File: config.mk
export PLATFORM = sky130hd
export DESIGN_NAME = uart_byte_tx_fifo
export DESIGN_NICKNAME = d
export VERILOG_FILES = /design/src/rtl/uart_byte_tx_fifo.sv
export SDC_FILE = /design/constraint.sdc
export NUM_CORES = 1
export LEC_CHECK = 0
export CORE_ASPECT_RATIO = 1.5
export CORE_MARGIN = 2
export CORE_UTILIZATION = 40
export DETAILED_ROUTE_END_ITERATION = 10
export PLACE_DENSITY = 0.56
export SYNTH_ARGS = -nofsm -noshare
export SYNTH_HDL_FRONTEND = slang
export SYNTH_SLANG_ARGS = --single-unit
File: constraint.sdc
create_clock -name clk -period 3.5 [get_ports clk]
set_input_delay 1.05 -clock clk [delete_from_list [all_inputs] [get_ports clk]]
set_output_delay 1.05 -clock clk [all_outputs]
set_load 0.005 [all_outputs]
File: src/rtl/uart_byte_tx_fifo.sv
// 8N1 UART transmitter fed by a small circular write FIFO.
// Bytes are serialised LSB first, back-to-back with one idle clock between frames.
module uart_byte_tx_fifo #(
  parameter int CLK_FREQ = 50000000,
  parameter int BAUD     = 115200,
  parameter int FIFO_AW  = 2
) (
  input  logic               clk,
  input  logic               reset,
  input  logic               wr_en,
  input  logic [7:0]         wr_data,
  output logic               full,
  output logic [FIFO_AW:0]   level,
  output logic               overflow,
  output logic               uart_txd,
  output logic               tx_busy,
  output logic               tx_done
);

  localparam int BAUD_DIV = CLK_FREQ / BAUD;
  localparam int CW       = (BAUD_DIV > 1) ? $clog2(BAUD_DIV) : 1;
  localparam int DEPTH    = 1 << FIFO_AW;
  localparam logic [CW-1:0] BAUD_LAST = CW'(BAUD_DIV - 1);

  typedef enum logic [1:0] {
    IDLE,
    START,
    DATA,
    STOP
  } state_t;

  state_t         state_q, state_d;
  logic [CW-1:0]  baud_cnt_q, baud_cnt_d;
  logic [2:0]     bit_cnt_q, bit_cnt_d;
  logic [7:0]     shift_q, shift_d;
  logic           txd_q, txd_d;
  logic           busy_q, busy_d;
  logic           done_q, done_d;
  logic           ovf_q, ovf_d;
  logic [FIFO_AW:0] wr_ptr_q, wr_ptr_d;
  logic [FIFO_AW:0] rd_ptr_q, rd_ptr_d;
  logic [7:0]     mem_q [DEPTH];

  logic empty;
  logic push;
  logic pop;
  logic baud_end;

  assign empty    = (wr_ptr_q == rd_ptr_q);
  assign full     = ((wr_ptr_q ^ rd_ptr_q) == {1'b1, {FIFO_AW{1'b0}}});
  assign level    = wr_ptr_q - rd_ptr_q;
  assign push     = wr_en & ~full;
  assign baud_end = (baud_cnt_q == BAUD_LAST);

  assign overflow = ovf_q;
  assign uart_txd = txd_q;
  assign tx_busy  = busy_q;
  assign tx_done  = done_q;

  always_comb begin
    state_d    = state_q;
    baud_cnt_d = baud_cnt_q;
    bit_cnt_d  = bit_cnt_q;
    shift_d    = shift_q;
    txd_d      = txd_q;
    busy_d     = busy_q;
    done_d     = 1'b0;
    pop        = 1'b0;
    unique case (state_q)
      IDLE: begin
        txd_d = 1'b1;
        if (!empty) begin
          pop        = 1'b1;
          shift_d    = mem_q[rd_ptr_q[FIFO_AW-1:0]];
          state_d    = START;
          txd_d      = 1'b0;
          baud_cnt_d = '0;
          busy_d     = 1'b1;
        end
      end
      START: begin
        baud_cnt_d = baud_cnt_q + 1'b1;
        if (baud_end) begin
          baud_cnt_d = '0;
          bit_cnt_d  = '0;
          state_d    = DATA;
          txd_d      = shift_q[0];
        end
      end
      DATA: begin
        baud_cnt_d = baud_cnt_q + 1'b1;
        if (baud_end) begin
          baud_cnt_d = '0;
          if (bit_cnt_q == 3'd7) begin
            state_d = STOP;
            txd_d   = 1'b1;
          end else begin
            bit_cnt_d = bit_cnt_q + 1'b1;
            shift_d   = {1'b0, shift_q[7:1]};
            txd_d     = shift_q[1];
          end
        end
      end
      STOP: begin
        txd_d      = 1'b1;
        baud_cnt_d = baud_cnt_q + 1'b1;
        if (baud_end) begin
          baud_cnt_d = '0;
          done_d     = 1'b1;
          busy_d     = 1'b0;
          state_d    = IDLE;
        end
      end
      default: state_d = IDLE;
    endcase
  end

  always_comb begin
    wr_ptr_d = wr_ptr_q + {{FIFO_AW{1'b0}}, push};
    rd_ptr_d = rd_ptr_q + {{FIFO_AW{1'b0}}, pop};
    // A write into a full FIFO is dropped even if a pop frees a slot this cycle
    ovf_d    = wr_en & full;
  end

  always_ff @(posedge clk or negedge reset) begin
    if (!reset) begin
      state_q    <= IDLE;
      baud_cnt_q <= '0;
      bit_cnt_q  <= '0;
      shift_q    <= '0;
      txd_q      <= 1'b1;
      busy_q     <= 1'b0;
      done_q     <= 1'b0;
      ovf_q      <= 1'b0;
      wr_ptr_q   <= '0;
      rd_ptr_q   <= '0;
    end else begin
      state_q    <= state_d;
      baud_cnt_q <= baud_cnt_d;
      bit_cnt_q  <= bit_cnt_d;
      shift_q    <= shift_d;
      txd_q      <= txd_d;
      busy_q     <= busy_d;
      done_q     <= done_d;
      ovf_q      <= ovf_d;
      wr_ptr_q   <= wr_ptr_d;
      rd_ptr_q   <= rd_ptr_d;
    end
  end

  always_ff @(posedge clk) begin
    if (push) mem_q[wr_ptr_q[FIFO_AW-1:0]] <= wr_data;
  end

endmodule

-- Word-level counts from Yosys, hierarchy flattened
Memories as Yosys holds them, arrays and structs flattened.
Cells that the tools add are included.
- RAM bits: 32
- register bits: 32
- output and inout port bits: 8
- memories: 1
- bits of input ports: 11
- memory list (memory ; depth ; width ; read ports ; clocked after memory_dff ; write ports ; line ; RTL):
    mem_q ; 4 ; 8 ; 1 ; 0 ; 1 ; 42 ; logic [7:0] mem_q [DEPTH];
- multiplexer cells: 31
- equality and inequality tests: 13
- add/subtract/negate cells: 5
- reduce and logical (&&, ||, !) cells: 10
- bitwise logic cells: 4
- operator list (operator ; count):
    $mux W8 ; 3
    $mux W9 ; 2
    $pmux W9 S2 ; 1
    $pmux W8 S2 ; 1
    $mux W1 ; 12
    $ne A2 B2 Y1 const B ; 6
    $mux W2 ; 5
    $add A9 B1 Y9 const B ; 1
    $eq A9 B9 Y1 const B ; 1
    $mux W3 ; 3
    $pmux W2 S4 ; 1
    $reduce_and A4 Y1 ; 2
    $add A3 B1 Y3 ; 2
    $eq A3 B3 Y1 const B ; 2
    $pmux W3 S2 ; 1
    $reduce_bool A2 Y1 ; 3
    $reduce_and A5 Y1 ; 1
    $eq A2 B2 Y1 const B ; 2
    $pmux W1 S4 ; 1
    $add A3 B1 Y3 const B ; 1
    $eq A3 B3 Y1 ; 1
    $reduce_and A3 Y1 ; 1
    $reduce_or A3 Y1 ; 1
    $sub A3 B3 Y3 ; 1
    7 further kinds ; 8

-- Depth between registers and ports, before layout
Gate-level depths: netlist (run 1).
- depth in word-level cells: 6
- gate-level depth with buffers: 9
- gate-level depth less buffers: 8

-- Worst setup path after synthesis (run 1)
No wires, ideal clock.
- kind: register to register
- start point: register rd_ptr_q[1]
- end point: memory mem_q[0][0] (enable)
- setup time: 0.383 ns
- data required time: 3.117 ns
- stages on the path, launching flop included: 7
- arrival: 1.936 ns
- buffers on the path: 1
- slack: 1.181 ns
- clock period less this slack: 2.319 ns
- cells stage by stage: dfrtp_1 -> clkbuf_1 -> inv_1 -> ha_1 -> nand2_1 -> o21ai_0 -> nor3_1
- cells in the longest elaborated chain, start to end: 6
- ends and longest elaborated chain (item ; line ; RTL):
    start: declaration ; 41 ; logic [FIFO_AW:0] rd_ptr_q, rd_ptr_d;
    start signal: assignment ; 147 ; rd_ptr_q <= rd_ptr_d;
    $xor A3 B3 Y3 ; 50 ; assign full = ((wr_ptr_q ^ rd_ptr_q) == {1'b1, {FIFO_AW{1'b0}}});
    $eq A3 B3 Y1 ; 50 ;
    $not A1 Y1 ; 52 ; assign push = wr_en & ~full;
    $and A1 B1 Y1 ; 52 ;
    $mux W1 ; 152 ; if (push) mem_q[wr_ptr_q[FIFO_AW-1:0]] <= wr_data;
    $mux W1 (implied by the code) ; 152 ;
    end: declaration ; 42 ;
Every way passes these cells.

-- Worst setup path after layout (run 1)
- start point: register rd_ptr_q[1]
- end point: output port full
- cells in the longest elaborated chain, start to end: 2
- ends and longest elaborated chain (item ; line ; RTL):
    $xor A3 B3 Y3 ; 50 ;
    $eq A3 B3 Y1 ; 50 ;
    end: declaration ; 12 ; output logic full,
Every way passes these cells.

==> results of run 1 <==
-- area by class of cell --
class	count	share of cell area [%]
clock buffer	9	3.590
clock inverter	7	1.595
inverter	11	1.197
multi-input combinational	124	32.16
sequential	64	51.09
tap	100	3.626
timing repair buffer	25	6.744
-- layer usage --
layer	up-vias	routed length, µm
met4	0	111
met2	27	2661
met1	840	2165
li1	839	-
met5	-	0
met3	9	161
-- worst max path at each step --
stage | startpoint | end | cells after the start
2_1_floorplan | rd_ptr_q[1] | mem_q[0][0] | 6
5_1_grt | rd_ptr_q[1] | full | 5
6_report | rd_ptr_q[1] | full | 5
3_3_place_gp | rd_ptr_q[1] | full | 5
4_1_cts | rd_ptr_q[1] | full | 5
3_5_place_dp | rd_ptr_q[1] | full | 5
-- metrics by stage --
stage	cells	setup slack (ps)
final	340	304.4
after global routing	340	111.7
after detailed placement	324	627.8
after global placement	324	648.5
after CTS	340	231.0
after floorplan	207	1181
-- worst max-delay path, stage by stage, from the launching register on --
cell,delay [ps]
dfrtp_1,650
inv_1,90
ha_1,360
nand2_1,80
nor2_1,110
clkdlybuf4s50_1,510
-- power groups by stage --
stage                     clock [W]  sequential (W)  combinational [W]
final                      0.000568         0.00119            0.00121
after CTS                  0.000594         0.00120            0.00124
after global routing       0.000636         0.00123            0.00136
after global placement            0         0.00121            0.00122
after floorplan                   0         0.00116           0.000890
after detailed placement          0         0.00121            0.00123
-- state kept, by name, summed over array words and instances, names as in the netlist --
| name | cells |
|---|---|
| baud_cnt_q | 9 |
| mem_q | 32 |
| overflow | 1 |
| state_q | 2 |
| bit_cnt_q | 3 |
| tx_done | 1 |
| tx_busy | 1 |
| rd_ptr_q | 3 |
| shift_q | 8 |
| wr_ptr_q | 3 |
| uart_txd | 1 |
-- cells by family (layout without fill, tap and decap cells) --
kind of cell / after synthesis / in the layout / synth area share [%]
muxes: 25 / 25 / 12.76
buffers and inverters: 19 / 52 / 2.999
AOI/OAI and AO/OA: 37 / 37 / 8.492
DFF: 64 / 64 / 59.53
adders and majority gates: 16 / 16 / 7.013
and+or+nand+nor: 42 / 42 / 7.774
xor gates and xnor gates: 4 / 4 / 1.437
-- layout by cell type, fill, tap and decap left out, drive strengths merged, types with 2 or more instances in the layout --
| master | count |
|---|---|
| a21oi | 8 |
| a22o | 3 |
| a31oi | 8 |
| a41oi | 5 |
| and3 | 4 |
| buf | 7 |
| clkbuf | 9 |
| clkdlybuf4s50 | 18 |
| clkinv | 3 |
| clkinvlp | 2 |
| dfrtp | 31 |
| edfxtp | 32 |
| ha | 15 |
| inv | 13 |
| mux2 | 16 |
| mux4 | 8 |
| nand2 | 11 |
| nand2b | 6 |
| nand3 | 5 |
| nor2 | 2 |
| nor2b | 2 |
| nor3 | 5 |
| o21ai | 9 |
| xnor2 | 2 |
| xor2 | 2 |
==> flow_summary.json, run 1 <==
{
  "ys_async_sr_fraction_pct": 50.00,
  "fin_tns_setup_ps": 0,
  "postRouteWirelength_mm": 5.100,
  "grt_busiest_layer": "met2",
  "ys_top_cells_by_count": "edfxtp_1, dfrtp_1, mux2_2, ha_1",
  "cts_buffers": 9,
  "hold_path.class": "reg -> reg",
  "r2r_slack_ps": 1140,
  "finalHoldViolations": 0,
  "ir_worst_vdd_mv": 0.3334,
  "tightest_slew_ps": 843.7,
  "period_share_pct": 91.30,
  "multi_input_area_um2": 1110,
  "grt_usage_pct": 14.78,
  "seq_power_share_pct": 40.2,
  "fin_crit_ps": 3196,
  "clk_latency_ps": 340,
  "synth-edff-count": 32,
  "yosys.cell_count.top_type": "edfxtp_1",
  "syn-num-nets": 234,
  "area_delta_synth_final_pct": 16.52,
  "hold_path_end": "uart_txd",
  "clockPowerShare_pct": 19.1,
  "relSlewSlack_pct": 43.76,
  "p_int_w": 0.001947,
  "wl_per_cell_um": 15.00,
  "hold_ws_ps": 487.7,
  "max_freq_ghz": 0.3129,
  "die_x_um": 74.26,
  "power.total_w": 0.002973,
  "final_util_pct": 47.75,
  "switchingPower_w": 0.001026,
  "max_cap_violations": 0,
  "htreeDepth": 3,
  "insertedDiodeCount": 0,
  "ys_seq_area_share_pct": 59.53,
  "met1_usage_pct": 16.35,
  "min_from": "uart_txd",
  "drc_errors": 0,
  "yosys_register_bits": 64,
  "dp_hpwl_mm": 3.595,
  "grt.met2_usage_pct": 24.55,
  "rows": 38,
  "postPlaceCellArea_um2": 3272,
  "crit_path_start_kind": "register",
  "synth_top_cell_by_area": "edfxtp_1",
  "cp_max_fo": 11,
  "cts_tree": "built",
  "first_iter_violations": 105,
  "regToRegStartpoint": "rd_ptr_q[1]",
  "antenna_found_initial": 0,
  "place_congestion": 0.8019,
  "p_comb_share_pct": 40.7,
  "grt_max_degree": 33,
  "required_ps": 2450,
  "crit_path_end_kind": "output port",
  "grt_pass1_wl_mm": 8.549,
  "initial_utilization_pct": 40.98,
  "vias_per_cell": 5.044,
  "die-area_um2": 8122,
  "powerDensity_nw_per_um2": 861.6,
  "cts_resized": 0,
  "switching_share_pct": 34.50,
  "grtUsageMet3_pct": 5.775,
  "drive_gt1_share_pct": 21.25,
  "yosys-top-cells-area": "edfxtp_1, dfrtp_1, ha_1, mux2_2, mux4_2",
  "rr_worst_depth": 8,
  "cts_setup_buffers": 0,
  "vias": 1715,
  "setup_viol": 0,
  "drt_pass1_iterations": 4,
  "port_buffers": 18,
  "hold_buffers": 0,
  "regArea_um2": 1763,
  "synth_ff_type": "edfxtp_1",
  "ios": 19,
  "clock_sinks": 64,
  "rsz0062_at_grt": "no",
  "syn_avg_cell_area_um2": 14.31,
  "grt_pass1_vias": 1778,
  "core_area_um2": 7227,
  "crit_type": "reg -> out",
  "grt_overflow_total": 0,
  "yosysTopAreaCellShare_pct": 32.45,
  "die_height_um": 109.4,
  "clkTransAtPathRegs_ps": 70,
  "fin_area_um2": 3451,
  "final-max-slew-violation-count": 0,
  "reg2reg_to": "wr_ptr_q[2]",
  "yosys_warnings": 0,
  "fin_worst_skew_ps": 5.991,
  "outcome": "finished clean",
  "arrival_ps": 2150,
  "num-fill-cells": 691,
  "cts-root-buf": "clkbuf_8",
  "p_leak_nw": 1.391,
  "final_antenna_net_count": 0,
  "syn_area_um2": 2962,
  "clock_path_buffers": 2,
  "nets": 262,
  "synth_cell_types": 41,
  "hold_path_depth": 2,
  "synth_cells": 207
}
No activity file was read; power rests on OpenSTA's default activity.
==> run 2, diff against run 1 <==
SLEW_MARGIN = 40   (was unset)
==> run 2 against run 1 <==
Compared with the run above: design area is 0.11% higher; via count down 0.41%; maximum frequency about the same; critical path depth is the same; die area is the same; register-to-register slack about the same.
==> flow_summary.json, run 2 (synthesis results as in run 1) <==
{
  "cts_tree": "built",
  "top_layer_used": "met4",
  "grt_pass1_vias": 1778,
  "fin_area_um2": 3455,
  "vias_per_cell": 5.024,
  "cp_max_fo": 11,
  "grt_max_degree": 33,
  "outcome": "finished clean",
  "met1_length_mm": 2.170,
  "fin_crit_ps": 3196,
  "max_freq_ghz": 0.3129,
  "clk_latency_ps": 340,
  "relSlewSlack_pct": 64.38,
  "setup_viol": 0,
  "final-max-slew-violation-count": 0,
  "powerDensity_nw_per_um2": 861.3,
  "grt_overflow_total": 0,
  "crit_path_start_kind": "register",
  "arrival_ps": 2150,
  "tightest_slew_ps": 528.7,
  "vias": 1708,
  "htreeDepth": 3,
  "ios": 19,
  "critical_path.slowest_cell": "dfrtp_1",
  "slowest_delay_ps": 650,
  "route.met3.wl_um": 152,
  "clkTransAtPathRegs_ps": 70,
  "final_util_pct": 47.80,
  "pre_cts_slack_ps": 627.8,
  "wl_per_cell_um": 15.02,
  "place_congestion": 0.8019,
  "layout_commonest_cell": "edfxtp_1",
  "postRouteWirelength_mm": 5.108,
  "period_share_pct": 91.31,
  "core_area_um2": 7227,
  "rows": 38,
  "initial_utilization_pct": 40.98,
  "cts_resized": 0,
  "drive_gt1_share_pct": 21.67,
  "rsz0062_at_grt": "no",
  "antenna_found_initial": 0,
  "required_ps": 2450,
  "crit_type": "reg -> out",
  "crit_path_end_kind": "output port",
  "hold_ws_ps": 486.6,
  "hold_buffers": 0,
  "cts-root-buf": "clkbuf_8",
  "grt_usage_pct": 14.78,
  "hold_path.class": "reg -> reg",
  "area_delta_synth_final_pct": 16.65,
  "port_buffers": 18,
  "cts_buffers": 9,
  "nets": 262,
  "dr_wl_met2_mm": 2.672,
  "postPlaceCellArea_um2": 3272,
  "max_cap_violations": 0,
  "largest_reg_flops": 32,
  "die_x_um": 74.26,
  "die-area_um2": 8122,
  "drt_pass1_iterations": 4,
  "ir_worst_vdd_mv": 0.3335,
  "drc_errors": 0,
  "finalHoldViolations": 0,
  "dp_hpwl_mm": 3.595,
  "first_iter_violations": 100,
  "clock_sinks": 64,
  "cts_setup_buffers": 0,
  "layout_common_cells": "edfxtp_1, dfrtp_1, clkdlybuf4s50_1",
  "grt_pass1_wl_mm": 8.549,
  "fin_tns_setup_ps": 0,
  "insertedDiodeCount": 0,
  "fin_worst_skew_ps": 5.856,
  "clock_path_buffers": 2,
  "fin_ws_ps": 304.2,
  "final_antenna_net_count": 0,
  "die_height_um": 109.4,
  "p_leak_nw": 1.391,
  "cp_cell_sequence": "inv_1 -> ha_1 -> nand2_1 -> nor2_1 -> clkdlybuf4s50_1"
}
==> run 2: changes by cell type in the layout (fill, tap and decap cells not counted) <==
| cell | before | now |
|---|---|---|
| a21oi_1 | 7 | 6 |
| a21oi_2 | 0 | 1 |
==> run 2: layout make-up <==
class                   instances  area (µm²)
flip-flops and latches         64        1763
multi-input cells             124        1114
clock buffers                   9       123.9
fillers                       691        3772
inverters                      11       41.29
clock inverters                 7       55.05
well taps                     100       125.1
repair buffers                 25       232.7
==> run 2: final timing paths <==
path                             start       endpoint  slack, ps  cells past startpoint
min in group asynchronous        reset  baud_cnt_q[2]       1110                      2
hold / removal                uart_txd       uart_txd        490                      2
setup / recovery           rd_ptr_q[1]           full        300                      5
setup reg to reg           rd_ptr_q[1]    wr_ptr_q[2]       1140                      8
hold reg to reg               uart_txd       uart_txd        490                      2
max in group asynchronous        reset       uart_txd       2060                      2
==> run 2: metal layers <==
metal / global-route usage (%) / vias up
met5: 0 / -
met4: 7.143 / 0
met3: 5.775 / 9
met2: 24.55 / 24
met1: 16.35 / 834
li1: - / 841
==> run 2: stage by stage <==
stage          std cells  power (W)
2_1_floorplan        207   0.002046
6_report             340   0.002975
3_5_place_dp         324   0.002449
3_3_place_gp         324   0.002429
5_1_grt              340   0.003227
4_1_cts              340   0.003033
==> run 2: critical path, delay by kind of cell (launching register included) <==
| family | cells | cell delay, ps |
|---|---|---|
| buf+inv | 2 | 600 |
| flops | 1 | 650 |
| simple gates | 2 | 190 |
| fa+ha+maj | 1 | 360 |
==> run 2: power by group <==
| group | internal, W | total [W] | switching [W] |
|---|---|---|---|
| sequential | 0.00104 | 0.00120 | 0.000159 |
| combinational | 0.000651 | 0.00121 | 0.000563 |
| clock | 0.000262 | 0.000567 | 0.000305 |
==> run 3, diff against run 2 <==
PLACE_DENSITY = unset   (was 0.56)
==> run 3 against run 2 <==
Compared with the run above: sequential power about the same; die area unchanged; register-to-register slack worse by 30 ps; total power up 4.0%; first-iteration DRC count down 24%; via count up 0.64%; non-clock buffer count down 1; clock-buffer cell count up 1; clock skew up 1.5 ps; critical path depth unchanged; wire length down 1.4%; final cell count down 0.29%.
==> flow_summary.json, run 3 (synthesis results as in run 1) <==
{
  "layout_common_cells": "edfxtp_1, dfrtp_1, clkdlybuf4s50_1",
  "cts-root-buf": "clkbuf_8",
  "crit_path_start_kind": "register",
  "hold_ws_ps": 470.5,
  "grt_overflow_total": 0,
  "cts_buffers": 9,
  "relSlewSlack_pct": 57.38,
  "rsz0062_at_grt": "no",
  "port_buffers": 18,
  "finalHoldViolations": 0,
  "powerDensity_nw_per_um2": 886.7,
  "setup_viol": 0,
  "core_area_um2": 7227,
  "die-area_um2": 8122,
  "tightest_slew_ps": 639.3,
  "ios": 19,
  "drive_gt1_share_pct": 20.92,
  "hold_path_end": "uart_txd",
  "hold_path.class": "reg -> reg",
  "final_antenna_net_count": 0,
  "ir_worst_vdd_mv": 0.4167,
  "required_ps": 2450,
  "p_leak_nw": 1.407,
  "arrival_ps": 2110,
  "grtUsageMet3_pct": 5.225,
  "grt_pass1_vias": 1775,
  "vias": 1719,
  "htreeDepth": 3,
  "largest_reg_flops": 32,
  "rows": 38,
  "stdcell_count": 339,
  "die_height_um": 109.4,
  "fin_crit_ps": 3163,
  "layout_commonest_cell": "edfxtp_1",
  "critical_path.slowest_cell": "dfrtp_1",
  "postRouteWirelength_mm": 5.035,
  "cp_cell_sequence": "inv_1 -> ha_1 -> nand2_1 -> nor2_1 -> clkdlybuf4s50_1",
  "clk_latency_ps": 340,
  "hold_path_depth": 2,
  "wl_per_cell_um": 14.85,
  "rr_worst_depth": 6,
  "clkTransAtPathRegs_ps": 70,
  "cts_resized": 0,
  "outcome": "finished clean",
  "place_congestion": 0.7719,
  "grt.met2_usage_pct": 23.66,
  "timing.critical_path.buf_inv": 2,
  "grt_max_degree": 33,
  "place_inst": 323,
  "dp_hpwl_mm": 3.501,
  "insertedDiodeCount": 0,
  "regToRegStartpoint": "state_q[0]",
  "hold_buffers": 0,
  "slowest_delay_ps": 620,
  "grt_usage_pct": 14.63,
  "min_from": "uart_txd",
  "met1_usage_pct": 17.15,
  "antenna_found_initial": 0,
  "grt_busiest_layer": "met2",
  "reg2reg_to": "shift_q[3]",
  "period_share_pct": 90.36,
  "crit_type": "reg -> out",
  "crit_path_end_kind": "output port",
  "cts_setup_buffers": 0,
  "max_freq_ghz": 0.3162,
  "initial_utilization_pct": 40.98,
  "r2r_slack_ps": 1110,
  "first_iter_violations": 76,
  "fin_worst_skew_ps": 7.369,
  "cp_top_family": "flip-flops",
  "cp_max_fo": 11,
  "nets": 261,
  "clock_path_buffers": 2,
  "final-max-slew-violation-count": 0,
  "vias_per_cell": 5.071,
  "die_x_um": 74.26,
  "clock_sinks": 64,
  "drt_pass1_iterations": 4,
  "drc_errors": 0,
  "cts_tree": "built",
  "grt_pass1_wl_mm": 8.604,
  "max_cap_violations": 0,
  "fin_tns_setup_ps": 0,
  "area_delta_synth_final_pct": 17.83,
  "crit_start": "rd_ptr_q[1]"
}
==> run 3: changes by cell type in the layout (fill, tap and decap cells not counted), sizes merged <==
cell,change
bufinv,+2
clkbuf,+1
clkinvlp,-1
inv,-2
buf,-1
==> run 3: where the power goes <==
group	switching, W	total [W]	internal [W]
Combinational	0.000564	0.00121	0.000645
Sequential	0.000153	0.00119	0.00104
Clock	0.000292	0.000696	0.000404
==> run 3: worst max-delay path by stage <==
stage                   to  depth (start not counted)
6_report              full                          5
5_1_grt               full                          5
4_1_cts               full                          5
3_5_place_dp          full                          5
3_3_place_gp          full                          5
2_1_floorplan  mem_q[0][0]                          6
==> run 3: stage by stage <==
stage	util, %	instance area (µm²)	power, W	setup slack [ps]
floorplan	-	2962	0.002046	1181
global placement	45.17	3264	0.002413	666.1
detailed placement	45.17	3264	0.002440	645.7
CTS	48.23	3486	0.003149	252.5
global route	48.29	3490	0.003349	65.91
finish	48.29	3490	0.003094	337.5
==> run 3: area by class of cell <==
| class | count | area, µm² |
|---|---|---|
| Clock buffer | 10 | 127.6 |
| Clock inverter | 6 | 93.84 |
| Fill cell | 674 | 3737 |
| Inverter | 11 | 41.29 |
| Multi-Input combinational cell | 124 | 1114 |
| Sequential cell | 64 | 1763 |
| Tap cell | 100 | 125.1 |
| Timing Repair Buffer | 24 | 225.2 |
==> run 3: per-layer routing <==
metal	wire (µm)	vias to the layer above	part of all wire, %
met1	2125	850	42
met5	0	-	0
met2	2663	24	53
li1	-	835	-
met4	105	0	2.1
met3	140	10	2.8
==> run 3: tightest hold or removal path, cell delays in order (launching register included) <==
cell and delay [ps]:
dfstp_2 370, inv_1 40, mux2i_1 50
